===== src/rtl/relu.sv =====
// Registered ReLU (optionally ReLU-N) activation with a PIPE_STAGES-deep data/valid pipeline.
// Latency PIPE_STAGES cycles, one sample per clock, no back-pressure.
module relu #(
  parameter int                       DATA_W      = 16,
  parameter int                       PIPE_STAGES = 1,
  parameter int                       CLIP_EN     = 0,
  parameter logic signed [DATA_W-1:0] CLIP_MAX    = {1'b0, {(DATA_W-1){1'b1}}}
) (
  input  logic                     clk,
  input  logic                     rst_n,
  input  logic signed [DATA_W-1:0] nn_input,
  input  logic                     in_valid,
  output logic signed [DATA_W-1:0] relu_output,
  output logic                     out_valid
);

  if (DATA_W < 2) begin : g_bad_width
    $error("relu: DATA_W must be at least 2");
  end
  if (PIPE_STAGES < 1 || PIPE_STAGES > 4) begin : g_bad_depth
    $error("relu: PIPE_STAGES must be within 1..4");
  end
  if (CLIP_MAX < 0) begin : g_bad_clip
    $error("relu: CLIP_MAX must be non-negative");
  end

  logic signed [DATA_W-1:0] act_d;
  logic signed [DATA_W-1:0] data_q [PIPE_STAGES];
  logic [PIPE_STAGES-1:0]   vld_q;

  // Sign bit alone decides the negative case, so the most-negative input maps to 0 without overflow.
  always_comb begin
    act_d = nn_input;
    if (nn_input[DATA_W-1]) begin
      act_d = '0;
    end else if ((CLIP_EN != 0) && (nn_input > CLIP_MAX)) begin
      act_d = CLIP_MAX;
    end
  end

  always_ff @(posedge clk or negedge rst_n) begin
    if (!rst_n) begin
      for (int i = 0; i < PIPE_STAGES; i++) begin
        data_q[i] <= '0;
      end
      vld_q <= '0;
    end else begin
      data_q[0] <= act_d;
      vld_q[0]  <= in_valid;
      for (int i = 1; i < PIPE_STAGES; i++) begin
        data_q[i] <= data_q[i-1];
        vld_q[i]  <= vld_q[i-1];
      end
    end
  end

  assign relu_output = data_q[PIPE_STAGES-1];
  assign out_valid   = vld_q[PIPE_STAGES-1];

endmodule


===== config.mk =====
export PLATFORM = sky130hd
export DESIGN_NAME = relu
export DESIGN_NICKNAME = d
export VERILOG_FILES = /design/src/rtl/relu.sv
export SDC_FILE = /design/constraint.sdc
export NUM_CORES = 1
export LEC_CHECK = 0
export ABC_AREA = 0
export ABC_CLOCK_PERIOD_IN_PS = 800
export CAP_MARGIN = 10
export CORE_MARGIN = 2
export CORE_UTILIZATION = 30
export CTS_CLUSTER_DIAMETER = 150
export DETAILED_ROUTE_END_ITERATION = 12
export PLACE_DENSITY_LB_ADDON = 0.08
export SYNTH_ARGS = -nofsm -noshare
export SYNTH_HDL_FRONTEND = slang
export SYNTH_SLANG_ARGS = --single-unit

===== constraint.sdc =====
create_clock -name clk -period 0.8 [get_ports clk]
set_clock_uncertainty 0.2 [all_clocks]
set_input_delay 0.16 -clock clk [delete_from_list [all_inputs] [get_ports clk]]
set_output_delay 0.16 -clock clk [all_outputs]
set_load 0.02 [all_outputs]

* Word-level counts from Yosys, hierarchy flattened *
Cells that the tools add are included.

word-level totals
  register bits = 16
  input bits = 19

cells by class
  mux-type cells = 1

operators with widths
  cell      count
  $mux W15  1

* Longest topological paths before layout *
  depth in word-level cells = 1
  gate-level depth with buffers = 2
  mapped depth without buffers = 1

* Worst setup path after synthesis *
OpenSTA, ideal clock, no wires.

  path type = register to output
  from = reg vld_q, in the netlist out_valid
  to = out out_valid
  stages on the path, launching flop included = 1
  setup slack = 0.024 ns
  data arrival time = 0.416 ns
  path through = dfrtp_1

RTL lines
  item                             RTL line  RTL
  start, declared                  29        logic [PIPE_STAGES-1:0] vld_q;
  start signal, assigned by index  52        vld_q[i] <= vld_q[i-1];
  end, declared                    14        output logic out_valid

No word-level cell between the ends.

* Worst setup path after layout *
  from = reg data_q, in the netlist relu_output[5]
  to = out relu_output[5]

RTL lines
  item                             RTL line  RTL
  start, declared                  28        logic signed [DATA_W-1:0] data_q [PIPE_STAGES];
  start signal, assigned by index  51        data_q[i] <= data_q[i-1];
  end, declared                    13        output logic signed [DATA_W-1:0] relu_output,

No word-level cell between the ends.

==> results_tabular.tex <==
\begin{tabular}{lr}
\hline
Metric & Value \\
\hline
\multicolumn{2}{l}{\textbf{Global route}} \\
\quad Wire length of the first global-routing pass & 1.442 mm \\
\quad Pin count of the biggest net entering global routing & 17 \\
\quad Vias in the first global route & 370 \\
\quad Overflow after GRT & 0 \\
\quad Initial antenna violation count & 0 \\
\quad Global router's overall resource usage & 0.09756 \\
\multicolumn{2}{l}{\textbf{Final layout}} \\
\quad Antenna diodes & 0 \\
\quad Footprint of the flip-flops and latches & 400.4 um\^{}2 \\
\quad Commonest non-fill, non-tap cells in the layout & sky130\_fd\_sc\_hd\_\_clkdlybuf4s50\_1 (16), sky130\_fd\_sc\_hd\_\_dfrtp\_1 (16), sky130\_fd\_sc\_hd\_\_buf\_6 (16), sky130\_fd\_sc\_hd\_\_nor2b\_2 (7) \\
\quad Count of filler cells inserted in the layout & 137 \\
\quad Layout Nets & 93 \\
\quad Fraction of final layout cells sized beyond drive strength 1 & 0.4521 \\
\quad Multi-input gate area & 125.1 um\^{}2 \\
\quad Layout overhead on the synthesized area & 82.07\% \\
\quad Count of placed standard cells in the final layout, fillers left out & 98 \\
\multicolumn{2}{l}{\textbf{CTS}} \\
\quad Clock-pin slew reported for the worst setup and hold paths after clock tree synthesis & 0.10 ns \\
\quad Clock buffer depth & 2 \\
\quad Clk sinks & 16 \\
\quad H-tree level count & 1 \\
\quad Clock Root Buffer & sky130\_fd\_sc\_hd\_\_clkbuf\_4 \\
\quad Clock tree from TritonCTS & yes \\
\quad Post-CTS setup buffers & 0 \\
\quad Number of CTS-inserted buffers & 3 \\
\multicolumn{2}{l}{\textbf{Route}} \\
\quad Wire length per cell & 9.633 um \\
\quad Vias & 369 \\
\quad Total iterations of the first detailed-routing run & 2 \\
\quad Count of nets left with antenna violations after detail routing & 0 \\
\quad Post-detailed-route DRC marker count & 0 \\
\quad Vias per Instance & 3.765 \\
\quad Final WL & 944 um \\
\quad First DRT Iteration DRCs & 1 \\
\multicolumn{2}{l}{\textbf{Power and ir drop}} \\
\quad Peak VDD IR & 0.9038 mV \\
\quad Gate power share & 0.183 \\
\quad LEAKAGE & 0.4807 nW \\
\quad Total power density per cell area & 1719 nW/um\^{}2 \\
\quad Reg power frac & 0.509 \\
\quad Net Switching & 0.3844 mW \\
\quad Cell internal power dissipation & 1.319 mW \\
\quad Clock network fraction of total power & 0.309 \\
\quad Sw Share & 0.2257 \\
\multicolumn{2}{l}{\textbf{Floorplanning}} \\
\quad Die Footprint & 2171 um\^{}2 \\
\quad Die height & 46.60 um \\
\quad Initial standard-cell utilization of the core & 0.3187 \\
\quad Die W & 46.60 um \\
\quad Area of the core & 1708 um\^{}2 \\
\quad Number of I/O pins & 36 \\
\quad Number of placement rows & 15 \\
\multicolumn{2}{l}{\textbf{Job}} \\
\quad Reported max-cap violation count & 0 \\
\multicolumn{2}{l}{\textbf{Setup path}} \\
\quad CP required & 0.44 ns \\
\quad Cell breakdown of the critical path & buf\_6 \\
\quad Peak fanout along the critical path & 1 \\
\quad WP buf/inv & 1 \\
\quad Cell at the slowest stage of the critical path & sky130\_fd\_sc\_hd\_\_dfrtp\_1 \\
\quad Crit. End Element & primary output \\
\quad CP Class & register to primary output \\
\quad Family with the most delay on the worst path & flip-flops \\
\quad Critical path startpoint category & register \\
\quad Arrival time of data at the critical path endpoint & 0.80 ns \\
\quad Largest incremental delay on the critical path & 0.39 ns \\
\multicolumn{2}{l}{\textbf{Synthesis}} \\
\quad Part of the Yosys area used for sequential elements & 0.7356 \\
\quad Yosys synthesis warning count & 0 \\
\quad Multiplexer area fraction after synthesis & 0 \\
\quad Count of unique library cells instantiated by Yosys & 8 \\
\quad Net count of the mapped netlist & 53 \\
\quad Xor-xnor portion of the synthesized cell area & 0 \\
\quad Area fraction in and, or, nand and nor cells after synthesis & 0.2230 \\
\quad Post-Synthesis Cells & 34 \\
\quad Synth Area in Compound Gates & 0 \\
\quad Mean area per synthesized cell & 16.01 um\^{}2 \\
\quad Combined area of all synthesized cells & 544.3 um\^{}2 \\
\quad Main combinational cell family by area after synthesis & simple AND/OR/NAND/NOR gates \\
\quad Synth Area in Adders & 0 \\
\quad Synthesis-stage register bit count & 16 \\
\multicolumn{2}{l}{\textbf{STA}} \\
\quad Setup violations, final & 16 \\
\quad Final critical path time including I/O delays and setup & 1.164 ns \\
\quad Min setup slack post-route & -0.3644 ns \\
\quad Worst Hold Slack & -0.07396 ns \\
\quad Count of endpoints failing hold in the final timing report & 10 \\
\quad Share of the clock period used by the worst path after layout & 1.455 \\
\quad Achievable Freq & 0.8588 GHz \\
\quad Pins Over Slew Limit & 0 \\
\quad Unrepaired setup endpoints after global routing & true \\
\multicolumn{2}{l}{\textbf{Run status}} \\
\quad Violations in the final reports & negative hold slack, negative setup slack \\
\quad Outcome & finished with violations \\
\multicolumn{2}{l}{\textbf{Place}} \\
\quad DP HPWL & 774.1 um \\
\quad Gpl congestion & 0.6298 \\
\quad Buffers added on ports & 34 \\
\quad Cell total after placement & 94 \\
\multicolumn{2}{l}{\textbf{Worst hold path}} \\
\quad Hold/Removal Path Class & primary input to register \\
\hline
\end{tabular}
## routing by layer
metal / track usage / up-vias / share of wire
met1: 0.1037 / 175 / 0.36
met2: 0.1750 / 18 / 0.57
met3: 0.02353 / 0 / 0.077
li1: - / 176 / -
met4: 0.05143 / 0 / 0
met5: 0 / - / 0
## flip-flops by register name, summed over array words and instances, names as in the netlist
register     count
relu_output     15
out_valid        1
## synthesized netlist by cell type
library cell	count	area, um^2
sky130_fd_sc_hd__nor2b_2	7	61.31
sky130_fd_sc_hd__buf_6	1	11.26
sky130_fd_sc_hd__and2b_2	3	26.28
sky130_fd_sc_hd__buf_4	1	7.510
sky130_fd_sc_hd__and2b_1	2	15.01
sky130_fd_sc_hd__nor2b_1	3	18.77
sky130_fd_sc_hd__conb_1	1	3.750
sky130_fd_sc_hd__dfrtp_1	16	400.4
## cells by family after synthesis
| family | after synthesis |
|---|---|
| and+or+nand+nor | 15 |
| other | 1 |
| DFF | 16 |
| buffers and inverters | 2 |
## cell type report
cell class,count,share of cell area
sequential,16,0.4040
tap,25,0.03157
clock buffer,4,0.03662
timing repair buffer,37,0.4015
multi-input combinational,16,0.1263
## through the flow
| step | setup WS [ns] | area [um^2] | power, mW | util | TNS (ns) |
|---|---|---|---|---|---|
| floorplan | 0.02398 | 544.3 | 0.9856 | - | 0 |
| global placement | -0.5204 | 932.1 | 1.184 | 0.5458 | -15.22 |
| detailed placement | -0.5467 | 932.1 | 1.186 | 0.5458 | -15.67 |
| CTS | -0.3724 | 987.2 | 1.727 | 0.5780 | -5.815 |
| global route | -0.3948 | 991.0 | 1.779 | 0.5802 | -6.118 |
| finish | -0.3644 | 991.0 | 1.703 | 0.5802 | -5.619 |
## power groups by stage
stage | clock (mW) | sequential, mW | combinational (mW)
3_3_place_gp | 0 | 0.875 | 0.309
5_1_grt | 0.573 | 0.870 | 0.336
6_report | 0.526 | 0.867 | 0.311
2_1_floorplan | 0 | 0.931 | 0.0550
3_5_place_dp | 0 | 0.875 | 0.312
4_1_cts | 0.541 | 0.867 | 0.318
## repair_timing
| action | 4_1_cts | 5_1_grt |
|---|---|---|
| pin swaps | 0 | 0 |
| gates resized for setup | 97 | 2 |
| hold endpoints to repair | 16 | 10 |
| endpoints found under the setup margin | 31 | 21 |
## path summary, 6_finish.rpt
check	from	end	slack (ns)	cells after the start
worst max-delay path	relu_output[5]$_DFF_PN0_	relu_output[5]	-0.36	1
worst min-delay path	nn_input[0]	relu_output[0]$_DFF_PN0_	-0.07	2
max in group asynchronous	rst_n	relu_output[13]$_DFF_PN0_	0.28	2
min in group asynchronous	rst_n	relu_output[7]$_DFF_PN0_	0	2
(Power assumes the default switching activity.)
